<file path="src/rtl/fetch_pkg.sv">
// ============================================================================
// fetch_pkg : shared types and constants for the instruction-fetch front end
// Revision  : 1.0
// ============================================================================
`default_nettype none

package fetch_pkg;

    localparam int INSTR_W  = 32;
    localparam int PC_STEP  = 4;
    // Entries carry the widest supported PC; narrower builds zero-extend.
    localparam int PC_MAX_W = 64;

    typedef enum logic [1:0] {
        IDLE  = 2'd0,
        RUN   = 2'd1,
        FAULT = 2'd2
    } fetch_state_e;

    typedef struct packed {
        logic [PC_MAX_W-1:0] pc;
        logic [INSTR_W-1:0]  instr;
        logic                fault;
    } fetch_entry_t;

endpackage

`default_nettype wire

</file>
<file path="src/rtl/fetch_fifo.sv">
// ============================================================================
// fetch_fifo : synchronous FIFO of fetch entries with flush and occupancy count
// Revision   : 1.0
// ============================================================================
`default_nettype none

module fetch_fifo
    import fetch_pkg::*;
#(
    parameter  int DEPTH = 4,
    localparam int AW    = $clog2(DEPTH),
    localparam int CW    = $clog2(DEPTH + 1)
) (
    input  logic          clk,
    input  logic          rst,
    input  logic          flush,
    input  logic          push,
    input  fetch_entry_t  wr_data,
    input  logic          pop,
    output fetch_entry_t  rd_data,
    output logic          empty,
    output logic          full,
    output logic [CW-1:0] count
);

    fetch_entry_t  r_mem [DEPTH];
    logic [AW-1:0] r_wr_ptr;
    logic [AW-1:0] r_rd_ptr;
    logic [CW-1:0] r_count;
    logic          w_pop;
    logic          w_push;
    logic [AW-1:0] w_wr_addr;

    assign empty     = (r_count == '0);
    assign full      = (r_count == CW'(DEPTH));
    assign count     = r_count;
    assign rd_data   = r_mem[r_rd_ptr];
    assign w_pop     = pop && !empty;
    // A flush empties the buffer first, so a push alongside it always lands.
    assign w_push    = push && (flush || !full || w_pop);
    assign w_wr_addr = flush ? '0 : r_wr_ptr;

    always_ff @(posedge clk) begin
        if (w_push) begin
            r_mem[w_wr_addr] <= wr_data;
        end
    end

    always_ff @(posedge clk or posedge rst) begin
        if (rst) begin
            r_wr_ptr <= '0;
            r_rd_ptr <= '0;
            r_count  <= '0;
        end else if (flush) begin
            r_rd_ptr <= '0;
            r_wr_ptr <= w_push ? AW'(1) : '0;
            r_count  <= w_push ? CW'(1) : '0;
        end else begin
            if (w_push) begin
                r_wr_ptr <= r_wr_ptr + AW'(1);
            end
            if (w_pop) begin
                r_rd_ptr <= r_rd_ptr + AW'(1);
            end
            case ({w_push, w_pop})
                2'b10:   r_count <= r_count + CW'(1);
                2'b01:   r_count <= r_count - CW'(1);
                default: r_count <= r_count;
            endcase
        end
    end

endmodule

`default_nettype wire

</file>
<file path="src/rtl/fetch_unit.sv">
// ============================================================================
// fetch_unit : PC owner, imem request/response handling, redirect flush, decode stream
// Optional feature macro: FETCH_MISALIGN_TRAP_EN (misaligned redirect target -> fault entry)
// Revision   : 1.0
// ============================================================================
`default_nettype none

module fetch_unit
    import fetch_pkg::*;
#(
    parameter int              XLEN     = 32,
    parameter logic [XLEN-1:0] RESET_PC = '0,
    parameter int              FQ_DEPTH = 4
) (
    input  logic                clk,
    input  logic                rst,
    output logic                imem_req_valid,
    input  logic                imem_req_ready,
    output logic [XLEN-1:0]     imem_req_addr,
    input  logic                imem_rsp_valid,
    input  logic [INSTR_W-1:0]  imem_rsp_data,
    input  logic                redirect_valid,
    input  logic [XLEN-1:0]     redirect_pc,
    output logic                if_valid,
    input  logic                if_ready,
    output logic [INSTR_W-1:0]  if_instr,
    output logic [XLEN-1:0]     if_pc,
    output logic                if_fault
);

    localparam int AW = $clog2(FQ_DEPTH);
    localparam int CW = $clog2(FQ_DEPTH + 1);
    localparam int SW = CW + 1;

    fetch_state_e    r_state;
    logic [XLEN-1:0] r_pc;
    logic [CW-1:0]   r_outstanding;
    logic [CW-1:0]   r_drop;
    logic [XLEN-1:0] r_sq_pc [FQ_DEPTH];
    logic [AW-1:0]   r_sq_wr;
    logic [AW-1:0]   r_sq_rd;

    logic            w_redir;
    logic            w_misalign;
    logic [XLEN-1:0] w_target;
    logic            w_room;
    logic            w_acc;
    logic            w_rsp;
    logic            w_rsp_push;
    logic [CW-1:0]   w_out_next;
    fetch_entry_t    w_push_entry;
    fetch_entry_t    w_head;
    logic            w_fifo_empty;
    logic            w_fifo_full;
    logic [CW-1:0]   w_fifo_count;

    assign w_redir = redirect_valid && (r_state != IDLE);

`ifdef FETCH_MISALIGN_TRAP_EN
    assign w_misalign = w_redir && (redirect_pc[1:0] != 2'b00);
    assign w_target   = redirect_pc;
`else
    assign w_misalign = 1'b0;
    assign w_target   = {redirect_pc[XLEN-1:2], 2'b00};
`endif

    // Responses still owed (including ones to be dropped) count against buffer space.
    assign w_room         = ({1'b0, w_fifo_count} + {1'b0, r_outstanding}) < SW'(FQ_DEPTH);
    assign imem_req_valid = (r_state == RUN) && !w_redir && w_room;
    assign imem_req_addr  = r_pc;
    assign w_acc          = imem_req_valid && imem_req_ready;
    assign w_rsp          = imem_rsp_valid && (r_outstanding != '0);
    assign w_out_next     = r_outstanding + CW'(w_acc) - CW'(w_rsp);
    assign w_rsp_push     = w_rsp && (r_drop == '0) && !w_redir;

    always_comb begin
        w_push_entry = '0;
        if (w_misalign) begin
            w_push_entry.pc    = PC_MAX_W'(w_target);
            w_push_entry.fault = 1'b1;
        end else begin
            w_push_entry.pc    = PC_MAX_W'(r_sq_pc[r_sq_rd]);
            w_push_entry.instr = imem_rsp_data;
        end
    end

    fetch_fifo #(
        .DEPTH (FQ_DEPTH)
    ) u_fifo (
        .clk     (clk),
        .rst     (rst),
        .flush   (w_redir),
        .push    (w_rsp_push || w_misalign),
        .wr_data (w_push_entry),
        .pop     (if_valid && if_ready),
        .rd_data (w_head),
        .empty   (w_fifo_empty),
        .full    (w_fifo_full),
        .count   (w_fifo_count)
    );

    // PC of every accepted request, consumed in order as responses return.
    always_ff @(posedge clk) begin
        if (w_acc) begin
            r_sq_pc[r_sq_wr] <= r_pc;
        end
    end

    always_ff @(posedge clk or posedge rst) begin
        if (rst) begin
            r_state       <= IDLE;
            r_pc          <= RESET_PC;
            r_outstanding <= '0;
            r_drop        <= '0;
            r_sq_wr       <= '0;
            r_sq_rd       <= '0;
        end else begin
            r_outstanding <= w_out_next;
            if (w_acc) begin
                r_sq_wr <= r_sq_wr + AW'(1);
            end
            if (w_rsp) begin
                r_sq_rd <= r_sq_rd + AW'(1);
            end
            case (r_state)
                IDLE:    r_state <= RUN;
                RUN:     if (w_redir && w_misalign)  r_state <= FAULT;
                FAULT:   if (w_redir && !w_misalign) r_state <= RUN;
                default: r_state <= IDLE;
            endcase
            if (w_redir) begin
                r_pc   <= w_target;
                r_drop <= w_out_next;
            end else begin
                if (w_acc) begin
                    r_pc <= r_pc + XLEN'(PC_STEP);
                end
                if (w_rsp && (r_drop != '0)) begin
                    r_drop <= r_drop - CW'(1);
                end
            end
        end
    end

    assign if_valid = !w_fifo_empty;
    assign if_instr = w_fifo_empty ? '0 : w_head.instr;
    assign if_pc    = w_fifo_empty ? RESET_PC : w_head.pc[XLEN-1:0];

`ifdef FETCH_MISALIGN_TRAP_EN
    assign if_fault = !w_fifo_empty && w_head.fault;
`else
    assign if_fault = 1'b0;
    logic unused_cfg;
    assign unused_cfg = ^{redirect_pc[1:0], w_head.fault};
`endif

    generate
        if (XLEN < PC_MAX_W) begin : g_pc_hi
            logic unused_pc_hi;
            assign unused_pc_hi = ^{w_head.pc[PC_MAX_W-1:XLEN], w_fifo_full};
        end else begin : g_pc_full
            logic unused_full;
            assign unused_full = w_fifo_full;
        end
    endgenerate

endmodule

`default_nettype wire

</file>
<file path="config.mk">
export PLATFORM = sky130hd
export DESIGN_NAME = fetch_unit
export DESIGN_NICKNAME = d
export VERILOG_FILES = /design/src/rtl/fetch_pkg.sv /design/src/rtl/fetch_fifo.sv /design/src/rtl/fetch_unit.sv
export SDC_FILE = /design/constraint.sdc
export NUM_CORES = 1
export LEC_CHECK = 0
export CORE_MARGIN = 4
export CORE_UTILIZATION = 46
export CTS_BUF_LIST = sky130_fd_sc_hd__clkbuf_4 sky130_fd_sc_hd__clkbuf_8 sky130_fd_sc_hd__clkbuf_16
export CTS_CLUSTER_SIZE = 30
export DETAILED_ROUTE_END_ITERATION = 8
export PLACE_DENSITY = 0.71
export SYNTH_ARGS = -nofsm -noshare
export SYNTH_HDL_FRONTEND = slang
export SYNTH_SLANG_ARGS = --single-unit
export TNS_END_PERCENT = 20
</file>
<file path="constraint.sdc">
create_clock -name clk -period 5.63 [get_ports clk]
set_input_delay 1.126 -clock clk [delete_from_list [all_inputs] [get_ports clk]]
set_output_delay 1.126 -clock clk [all_outputs]
set_load 0.01 [all_outputs]
</file>
==> metrics.txt, run 1 <==
share of total power in sequential cells 43.4%; # Post-CTS Setup Buffers 0; Clock Skew 0.0113 ns; Compound-Gate Fraction of Synth Area 1.60%; CP Capture Type output port; top post-synthesis cells by area edfxtp_1, mux4_2, dfrtp_1, and2_1, xnor2_1; Die Height 197 µm; routed wire length 32500 µm; Nets 1129; placed wire-length estimate 19500 µm; CTS sink count 416; Slew HR 31.6%; final setup TNS 0 ns; cells after synthesis 870; full die area 0.0389 mm²; TritonCTS clock tree done; Clock Latency Late Sink 0.52 ns; Design Area, Final 0.0200 mm²; fraction of the mapped netlist area in adder cells 1.08%; final setup vio count 0; largest family of logic cells by synthesized area multiplexers; Synth Area in Simple Gates 6.81%; commonest non-fill, non-tap cell in the layout edfxtp_1; routed length per instance 21.1 µm; post-synthesis mux area share 12.7%; CP Launch Type flip-flop; Seq/Total Area, Yosys 74.4%; RSZ-0062 raised after global routing no; synthesized area 0.0165 mm²; Post-synth EDFFs 368; DR DRC count 0; Pre-Repair DR Iteration Count 6; post-synth cell types 47; Clock power frac 29.1%; share of layout cells above drive strength 1 18.1%; largest net degree at the start of global routing 63; FFs w/ async S/R, synth 11.5%; Comb pwr share 27.5%; commonest cells after routing, fill and taps aside edfxtp_1, clkdlybuf4s50_1, mux4_2; final hold violation count 0; Pwr Density 467 mW/mm²; gr usage total 16.9%; CTS buffer count 43; XOR/XNOR Fraction of Synth Area 1.86%; diode count 0; HP Class flip-flop to flip-flop; fin cells 1539; CTS root buffer clkbuf_16; Final ANT Viol Nets 0; Yosys Warn Count 0; Synth-to-Final Area Change 21.6%; Tightest Pin Transition 1.03 ns; FMAX 0.245 GHz; H-tree depth 2; MaxCap Viol Count 0; Leak 6.53 nW; syn_area_per_cell 18.9 µm²; DP Cell Count 1462; sw frac 27.2%; Psw 2.54 mW; initial antenna violation count 0; Crit Path Category flip-flop to output port; P_int 6.81 mW; worst path required time 4.50 ns; WP data arrival 2.96 ns; Fill cells 2712; cts hold-fix bufs 0; Critical Path Fanout Max 28; ys flop type edfxtp_1; # port buffers 161; Initial Util 46.4%; Synth top area share 67.1%; via count 8335; die width 197 µm; clock-pin slew on the worst setup and hold paths 0.06 ns; gr ovfl total 0; Final Critical Period 4.08 ns; number of global-route vias before repair 8929; area leader, netlist edfxtp_1; # resized after CTS 0; core box area 0.0355 mm²; Cell Rows 69; synthesized flop and latch total 416; vias per cell 5.42; io pins 169; placed instance area 0.0187 mm²; status finished, final reports clean; final slew viol count 0; first-pass GRT wire length 51200 µm; Starting DRT DRC Count 461; RD Place Congestion 0.807; footprint of the multi-input gates 0.00401 mm²; Final period util 72.5%; Clock Path Buffers 3; register area 0.0123 mm²; Worst VDD drop 0.255 mV
-- synthesized netlist by cell type (all sizes together), types with 6 or more instances --
cell type,count
a31oi,6
and2,68
buf,19
clkbuf,26
dfrtp,48
edfxtp,368
ha,11
inv,16
mux4,92
nand2,46
nand3,13
nand4,10
nor2,20
nor3,10
nor4,10
o21ai,32
xnor2,23
xor2,12
-- state kept, by name, indices dropped and copies added, names as in the netlist --
name,count
u_fifo.r_rd_ptr,2
r_sq_wr,2
r_drop,3
u_fifo.r_wr_ptr,2
r_sq_pc,120
r_sq_rd,2
r_state,1
r_outstanding,3
u_fifo.r_mem,248
imem_req_addr,30
u_fifo.count,3
-- area by class of cell --
type                            instances  share of cell area, %
Clock inverter                         18                  0.843
Tap cell                              461                   2.88
Inverter                               16                  0.300
Sequential cell                       416                   61.2
Clock buffer                           59                   5.97
Timing Repair Buffer                  172                   8.77
Multi-Input combinational cell        397                   20.0
-- worst paths after layout --
check / startpoint / endpoint / slack (ns) / depth (start not counted)
setup / recovery: u_fifo.r_rd_ptr[1] / if_pc[11] / 1.55 / 4
hold / removal: r_drop[1] / r_drop[1] / 0.55 / 2
setup reg to reg: u_fifo.count[1] / r_drop[2] / 2.32 / 12
hold reg to reg: r_drop[1] / r_drop[1] / 0.55 / 2
max in group asynchronous: rst / u_fifo.r_rd_ptr[0] / 4.06 / 3
min in group asynchronous: rst / imem_req_addr[17] / 1.08 / 3
-- routing by layer --
layer | share of wire (%) | track usage, % | vias up
met5 | 0 | 0 | -
met4 | 1.7 | 4.06 | 0
met3 | 6.5 | 3.04 | 46
met2 | 48 | 27.0 | 270
met1 | 44 | 24.6 | 4258
li1 | - | - | 3761
-- critical path, cell delays in order (launching register included) --
cell and delay (ns):
dfrtp_2 0.94, buf_4 0.44, mux4_2 0.36, and2_1 0.17, clkdlybuf4s50_1 0.51
-- power groups by stage --
stage	Sequential (mW)	Clock (mW)	Combinational, mW
final	4.06	2.72	2.57
after floorplan	3.95	0	1.61
after CTS	4.06	2.79	2.64
after detailed placement	4.13	0	2.63
after global routing	4.10	2.93	2.83
after global placement	4.11	0	2.59
-- kinds of logic (layout without fill, tap and decap cells) --
family	Yosys count	after routing
fa+ha+maj	13	13
buf+inv	61	265
compound gates	47	47
other cells	2	6
flops	416	416
xor+xnor	35	35
simple gates	202	202
mux	94	94
-- per-stage QoR --
stage / utilization (%) / hold WS (ns) / setup WS, ns / power [mW]
global placement: 52.6 / 0.527 / 1.48 / 6.70
finish: 56.4 / 0.549 / 1.55 / 9.35
floorplan: - / 0.505 / 0.367 / 5.56
global route: 56.4 / 0.602 / 1.35 / 9.85
detailed placement: 52.6 / 0.536 / 1.41 / 6.76
CTS: 56.4 / 0.554 / 1.44 / 9.49
No activity file was read; power rests on OpenSTA's default activity.
==> run 2: changes to the inputs <==
==> constraint.sdc (replaced) <==
create_clock -name clk -period 4.2 [get_ports clk]
set_input_delay 0.84 -clock clk [delete_from_list [all_inputs] [get_ports clk]]
set_output_delay 0.84 -clock clk [all_outputs]
set_load 0.01 [all_outputs]
==> run 2 against run 1 <==
  * Die area unchanged
  * Via count is 1.2% higher
  * Power up 35%
  * Cell count grew 1.1%
  * Worst hold slack improved by 0.029 ns
  * Combinational power rose by 33%
  * Critical endpoint is now if_instr[4]
  * Largest power group unchanged
  * Highest routed layer unchanged
==> metrics.txt, run 2 (synthesis gave the netlist of run 1 again) <==
FF-to-FF End r_drop[2] (unchanged); dpl ws 0.819 ns (was 1.41 ns); Final period util 88.7%; placed wire-length estimate 20400 µm (was 19500 µm); initial antenna violation count 0 (unchanged); Clock Skew 0.0179 ns (was 0.0113 ns); first-pass GRT wire length 51600 µm (was 51200 µm); Final Critical Period 3.73 ns; final hold violation count 0 (unchanged); placed instance area 0.0188 mm² (was 0.0187 mm²); CP startpoint u_fifo.r_rd_ptr[0] (was u_fifo.r_rd_ptr[1]); MaxCap Viol Count 0 (unchanged); CTS buffer count 44 (was 43); RSZ-0062 raised after global routing no (unchanged); routed wire length 33200 µm (was 32500 µm); TritonCTS clock tree done (unchanged); H-tree depth 2 (unchanged); number of flip-flops in the largest register 248 (unchanged); Crit Path Category flip-flop to output port (unchanged); Design Area, Final 0.0202 mm² (was 0.0200 mm²); final design utilization 56.9% (was 56.4%); via count 8437 (was 8335); Cell Rows 69 (unchanged); Synth-to-Final Area Change 22.5% (was 21.6%); clock-pin slew on the worst setup and hold paths 0.05 ns (was 0.06 ns); diode count 0 (unchanged); Critical Path Fanout Max 27 (was 28); gr ovfl total 0 (unchanged); # Post-CTS Setup Buffers 0 (unchanged); crit path to if_instr[4] (was if_pc[11]); R2R Path Start r_outstanding[1] (was u_fifo.count[1]); # resized after CTS 0 (unchanged); number of global-route vias before repair 8773 (was 8929); Leak 6.64 nW (was 6.53 nW); Initial Util 46.4% (unchanged); full die area 0.0389 mm² (unchanged); FMAX 0.268 GHz; RD Place Congestion 0.779 (was 0.807); die width 197 µm (unchanged); cts hold-fix bufs 0 (unchanged); DP Cell Count 1475 (was 1462); final slew viol count 0 (unchanged); CTS sink count 416 (unchanged); fin cells 1556 (was 1539); Slew HR 43.2% (was 31.6%); commonest non-fill, non-tap cell in the layout edfxtp_1 (unchanged); r2r setup slk 1.41 ns (was 2.32 ns); Nets 1143 (was 1129); final setup TNS 0 ns (unchanged); Worst R2R Path Depth 12 (unchanged); share of layout cells above drive strength 1 19.2% (was 18.1%); # port buffers 161 (unchanged); DR DRC count 0 (unchanged); gr usage total 17.2% (was 16.9%); routed length per instance 21.3 µm (was 21.1 µm); Biggest register u_fifo.r_mem (unchanged); Fill cells 2702 (was 2712); Clock Latency Late Sink 0.54 ns (was 0.52 ns); Worst VDD drop 0.383 mV (was 0.255 mV); core box area 0.0355 mm² (unchanged); Pre-Repair DR Iteration Count 5 (was 6); io pins 169 (unchanged); final setup vio count 0 (unchanged); CTS root buffer clkbuf_16 (unchanged); vias per cell 5.42 (about the same); WP data arrival 2.89 ns (was 2.96 ns); commonest cells after routing, fill and taps aside edfxtp_1, clkdlybuf4s50_1, mux4_2 (unchanged); final worst slack 0.474 ns (was 1.55 ns); Starting DRT DRC Count 391 (was 461); status finished, final reports clean (unchanged); Pwr Density 626 mW/mm² (was 467 mW/mm²); largest net degree at the start of global routing 62 (was 63); Clock Path Buffers 3 (unchanged); CP Capture Type output port (unchanged); Final ANT Viol Nets 0 (unchanged); Die Height 197 µm (unchanged); Power Total 12.6 mW (was 9.35 mW); CP Launch Type flip-flop (unchanged); worst path required time 3.36 ns (was 4.50 ns); HP Class flip-flop to flip-flop (unchanged); worst hold margin 0.578 ns (was 0.549 ns); Tightest Pin Transition 0.851 ns (was 1.03 ns)
## run 2: cell types whose count changed in the layout (fill, tap and decap cells not counted), sizes merged
| cell | change |
|---|---|
| buf | +13 |
| clkinv | +4 |
| bufinv | -1 |
| clkbuf | +1 |
## run 2: layer usage
| layer | global-route usage (%) | vias up | routed length [µm] |
|---|---|---|---|
| li1 | - | 3800 | - |
| met1 | 24.6 | 4315 | 14600 |
| met2 | 27.5 | 268 | 15900 |
| met3 | 3.05 | 54 | 1900 |
| met4 | 4.83 | 0 | 772 |
| met5 | 0 | - | 0 |
## run 2: worst min path at each step
stage / from / end / slack [ns] / cells after the start
5_1_grt: r_drop[1] / r_drop[1] / 0.60 / 2
3_3_place_gp: r_drop[1] / r_drop[1] / 0.53 / 2
2_1_floorplan: r_drop[1] / r_drop[1] / 0.51 / 2
4_1_cts: r_drop[1] / r_drop[1] / 0.56 / 2
3_5_place_dp: r_drop[1] / r_drop[1] / 0.54 / 2
6_report: r_drop[1] / r_drop[1] / 0.58 / 2
## run 2: final cells by class
type,count,area [µm²],share of cell area (%)
well taps,461,577,2.86
repair buffers,185,1870,9.25
clock buffers,60,1260,6.26
flip-flops and latches,416,12300,60.7
clock inverters,21,159,0.787
inverters,16,60.1,0.298
multi-input cells,397,4000,19.8
## run 2: critical path: stages, from the launching register on
cell	delay (ns)
dfrtp_4	0.82
buf_4	0.33
mux4_2	0.51
and2_1	0.18
clkdlybuf4s50_1	0.51
## run 2: report_power, final
group | switching (mW) | internal [mW] | leakage, nW
logic | 1.49 | 1.94 | 2.01
clock network | 1.48 | 2.23 | 0.724
registers | 0.467 | 5.03 | 3.90
total | 3.43 | 9.21 | 6.64
==> variant 1, RTL diff (settings of run 2) <==
Build with the macro `FETCH_MISALIGN_TRAP_EN` defined.
--- a/src/rtl/fetch_unit.sv
+++ b/src/rtl/fetch_unit.sv
@@ -4,6 +4,8 @@
 // Revision   : 1.0
 // ============================================================================
 `default_nettype none
+
+`define FETCH_MISALIGN_TRAP_EN
 
 module fetch_unit
     import fetch_pkg::*;
Check against the original RTL: not equivalent (a bounded check fails within 4 cycles, from zero or initial values and one cycle with rst high).
==> variant 1 against run 2 <==
- register-to-register slack gained 40 ps
- worst setup slack improved by 13 ps
- fmax increased by 0.35%
- sequential share of layout area down 1.8 points
- sequential cell count is 23 higher
- total power increased by 23%
- area after synthesis is 9.6% higher
- wire length increased by 19%
- non-clock buffer count is 5 higher
- design area is 8.8% higher
- critical endpoint is now if_instr[0]
- largest power group unchanged
==> variant 1: results (changes against run 2) <==
* Final #Nets: 1322 (+16%)
- DRC marker count from the first detailed-route iteration: 789 (+100%)
* Maximum number of pins on one net before global-route repair: 68 (+9.7%)
- Maximum vdd ir drop: 0.332 mV (-13%)
- Post-synthesis cell type count: 64 (+36%)
* Final std cells w/o fill: 1794 (+15%)
* Dpl cells: 1710 (+16%)
- Number of port buffers: 168 (+4.3%)
- The async set-reset flop share out of synthesis was 11.6% (+0.079 points).
- Global Route met2 Usage: 30.1% (+2.6 points)
- Outcome: complete, no violations
- Ratio of routed vias to standard cells: 5.55 (+2.4%)
- After synthesis, the cell types taking the most area are sky130_fd_sc_hd__edfxtp_1 65%, sky130_fd_sc_hd__mux4_2 12%, sky130_fd_sc_hd__dfrtp_1 7.1%.
* Relative slew slack: 35.8% (-7.4 points)
- The number of buffers created by CTS is 45 (+2.3%).
- Data arrival time at the worst-slack endpoint: 2870 ps (-20 ps)
- The met3 capacity usage during global routing came to 2.92% (-0.13 points).
* Total wirelength of the detailed-routed design: 39600 um (+19%)
- The number of flops mapped to enable cells by yosys came to 388 (+5.4%).
* Synth Instances: 1058 (+22%)
* Power per unit of standard cell area: 711 nW/um2 (+13%)
* Critical path's largest stage delay: 930 ps (+110 ps)
- Global router's overall resource usage: 18.6% (+1.4 points)
- Layout fillers: 2980 (+10%)
* Clock Skew: 18.2 ps (+0.288 ps)
- The final HPWL from detailed placement came to 24100 um (+18%).
- First-pass GRT wire length: 60300 um (+17%)
- Number of flip-flops under the largest register name: 260 (+4.8%)
- Global-route track usage on met1: 27.2% (+2.6 points)
- Path depth of the worst reg2reg path: 11 (-1)
- The slowest stage of the critical path is the sky130_fd_sc_hd__or3_2 cell.
## variant 1: changes by cell type in the layout (fill, tap and decap cells not counted), sizes merged, moves of 8 or more
cell           run 2  this run
nand2             46       139
nor2b              0        35
edfxtp           368       388
xnor2             23         9
o21ai             32        21
nor4              10         2
o211ai             1         9
## variant 1: routing by layer
metal  part of all wire (%)  up-vias  wire length [um]
li1                       -     4449                 -
met1                     44     5086             17400
met2                     48      368             19000
met3                    6.5       57              2570
met4                    1.5        0               607
met5                      0        -                 0
## variant 1: where the power goes
group,switching [mW],internal (mW)
clock network,1.56,2.43
logic,2.44,2.52
registers,0.731,5.93
total,4.73,10.9
## variant 1: cells by family (layout without fill, tap and decap cells)
group,after synthesis,after routing,share of synthesized area (%)
AO/OA/AOI/OAI,72,72,2.74
XOR/XNOR,21,21,1.02
adder cells (fa/ha/maj),13,13,0.984
buffers and inverters,75,293,1.76
flip-flops,439,439,71.6
multiplexers,98,98,12.2
AND/OR/NAND/NOR,340,340,9.76
## variant 1: worst paths after layout
kind	from	to	slack [ps]
worst max-delay path	u_fifo.count[0]	if_instr[0]	490
max in group asynchronous	rst	imem_req_addr[6]	2620
worst min register to register	r_drop[2]	r_drop[2]	580
worst max register to register	u_fifo.count[1]	r_drop[2]	1450
min in group asynchronous	rst	imem_req_addr[16]	790
worst min-delay path	r_drop[2]	r_drop[2]	580
## variant 1: cell type report
class                   count  area share, %
clock buffers              67           6.18
inverters                  19          0.325
clock inverters            17          0.735
flip-flops and latches    439           58.9
repair buffers            190           8.75
well taps                 518           2.95
multi-input cells         544           22.1
## variant 1: worst register-to-register path, stage by stage (launching register included)
cell and delay (ps):
sky130_fd_sc_hd__dfrtp_1 450, sky130_fd_sc_hd__ha_1 210, sky130_fd_sc_hd__nor4b_1 360, sky130_fd_sc_hd__and4_2 340, sky130_fd_sc_hd__inv_2 50, sky130_fd_sc_hd__ha_1 270, sky130_fd_sc_hd__inv_1 40, sky130_fd_sc_hd__ha_1 180
sky130_fd_sc_hd__fa_1 390, sky130_fd_sc_hd__xnor2_1 230, sky130_fd_sc_hd__nor2_1 60, sky130_fd_sc_hd__nor2_1 110
==> variant 2, RTL diff (settings of run 2) <==
Without the edit above. The 3 states of `fetch_state_e` get a one-hot encoding in 3 bits.
--- a/src/rtl/fetch_pkg.sv
+++ b/src/rtl/fetch_pkg.sv
@@ -11,10 +11,10 @@
     // Entries carry the widest supported PC; narrower builds zero-extend.
     localparam int PC_MAX_W = 64;
 
-    typedef enum logic [1:0] {
-        IDLE  = 2'd0,
-        RUN   = 2'd1,
-        FAULT = 2'd2
+    typedef enum logic [2:0] {
+        IDLE  = 3'b001,
+        RUN   = 3'b010,
+        FAULT = 3'b100
     } fetch_state_e;
 
     typedef struct packed {
Function: same outputs for any inputs over 4 cycles, from zero or initial values and one cycle with rst high; so few cycles prove little.
==> variant 2 against run 2 <==
- sequential cell count grew 1
- final cell count fell by 0.19%
- area after synthesis grew 0.34%
- wire length decreased by 3.0%
- synthesized cell count rose by 1.3%
- total power is 8.3% lower
- worst setup slack better by 43 ps
- design area barely moved
- count of clock-buffer cells in the layout decreased by 3
==> variant 2: results (changes against run 2) <==
* Sum of met3 wire segment lengths after detailed routing: 1820 um (-4.0%)
- The worst register-to-register path begins at u_fifo.count[2].
- Share of flip-flops with an asynchronous set or reset after synthesis: 11.8% (+0.21 points)
* Post-synthesis share of cell area spent on xor and xnor gates: 1.75% (-0.11 points)
- Leakage power: 6.61 nW (-0.40%)
- Layout fillers: 2676 (-0.96%)
* Proportion of synthesized chip area in sequential cells: 74.3% (-0.094 points)
- Number of buffers created by CTS: 43 (-2.3%)
- Share of the synthesized area in compound gates (AO/OA/AOI/OAI): 1.85% (+0.25 points)
- The mux contribution to synthesized area came to 12.5% (-0.17 points).
- Post-synthesis adder-cell area fraction: 1.07% (-0.0037 points)
- Post-synthesis cell type count: 45 (-4.3%)
- Clock power frac: 31.8% (+2.5 points)
* Ratio of cells with drive above 1 in the final layout: 18.1% (-1.0 points)
- Outcome: complete, no violations
- Hold Path Stages: 1 (-1)
* Data arrival time at the worst-slack endpoint: 2840 ps (-50 ps)
- The final HPWL from detailed placement is 19700 um (-3.4%).
- The clock insertion delay at the later pin of the skew report came to 520 ps (-20 ps).
- The cell area after placement came to 18800 um2 (+0.15%).
- The post-placement cell count was 1478 (+0.20%).
- Global Route met2 Usage: 27.4% (-0.10 points)
* Global-route track usage on met1: 23.5% (-1.2 points)
- The final-stage net count is 1145 (+0.17%).
- In this run the top signal layer used is met5.
- Routed metal-1 wirelength: 14000 um (-4.4%)
* Total number of vias: 8466 (+0.34%)
* Total wirelength of the detailed-routed design: 32200 um (-3.0%)
- DRC marker count from the first detailed-route iteration: 397 (+1.5%)
[variant 2: worst max path at each step]
stage                                   from            endpoint  slack (ps)  depth (start not counted)
final                        u_fifo.count[1]        if_instr[19]         520                          4
after global routing      u_fifo.r_rd_ptr[0]        if_instr[23]         340                          4
after CTS                 u_fifo.r_rd_ptr[0]        if_instr[24]         420                          4
after detailed placement      redirect_valid           r_drop[2]         720                         12
after global placement        redirect_valid           r_drop[2]         770                         12
after floorplan               imem_rsp_valid  u_fifo.r_mem[1][0]        -400                          4
[variant 2: cells by family after synthesis]
| family | after synthesis |
|---|---|
| xor+xnor | 33 |
| fa+ha+maj | 13 |
| compound gates | 51 |
| other cells | 1 |
| simple gates | 206 |
| flops | 417 |
| mux | 92 |
| buf+inv | 68 |
[variant 2: final cells by class]
cell class	instances	area (um2)	share of cell area, %
flip-flops and latches	417	12300	60.9
clock buffers	57	1220	6.06
inverters	19	73.8	0.366
repair buffers	181	1840	9.10
clock inverters	18	166	0.825
well taps	461	577	2.86
multi-input cells	400	4020	19.9
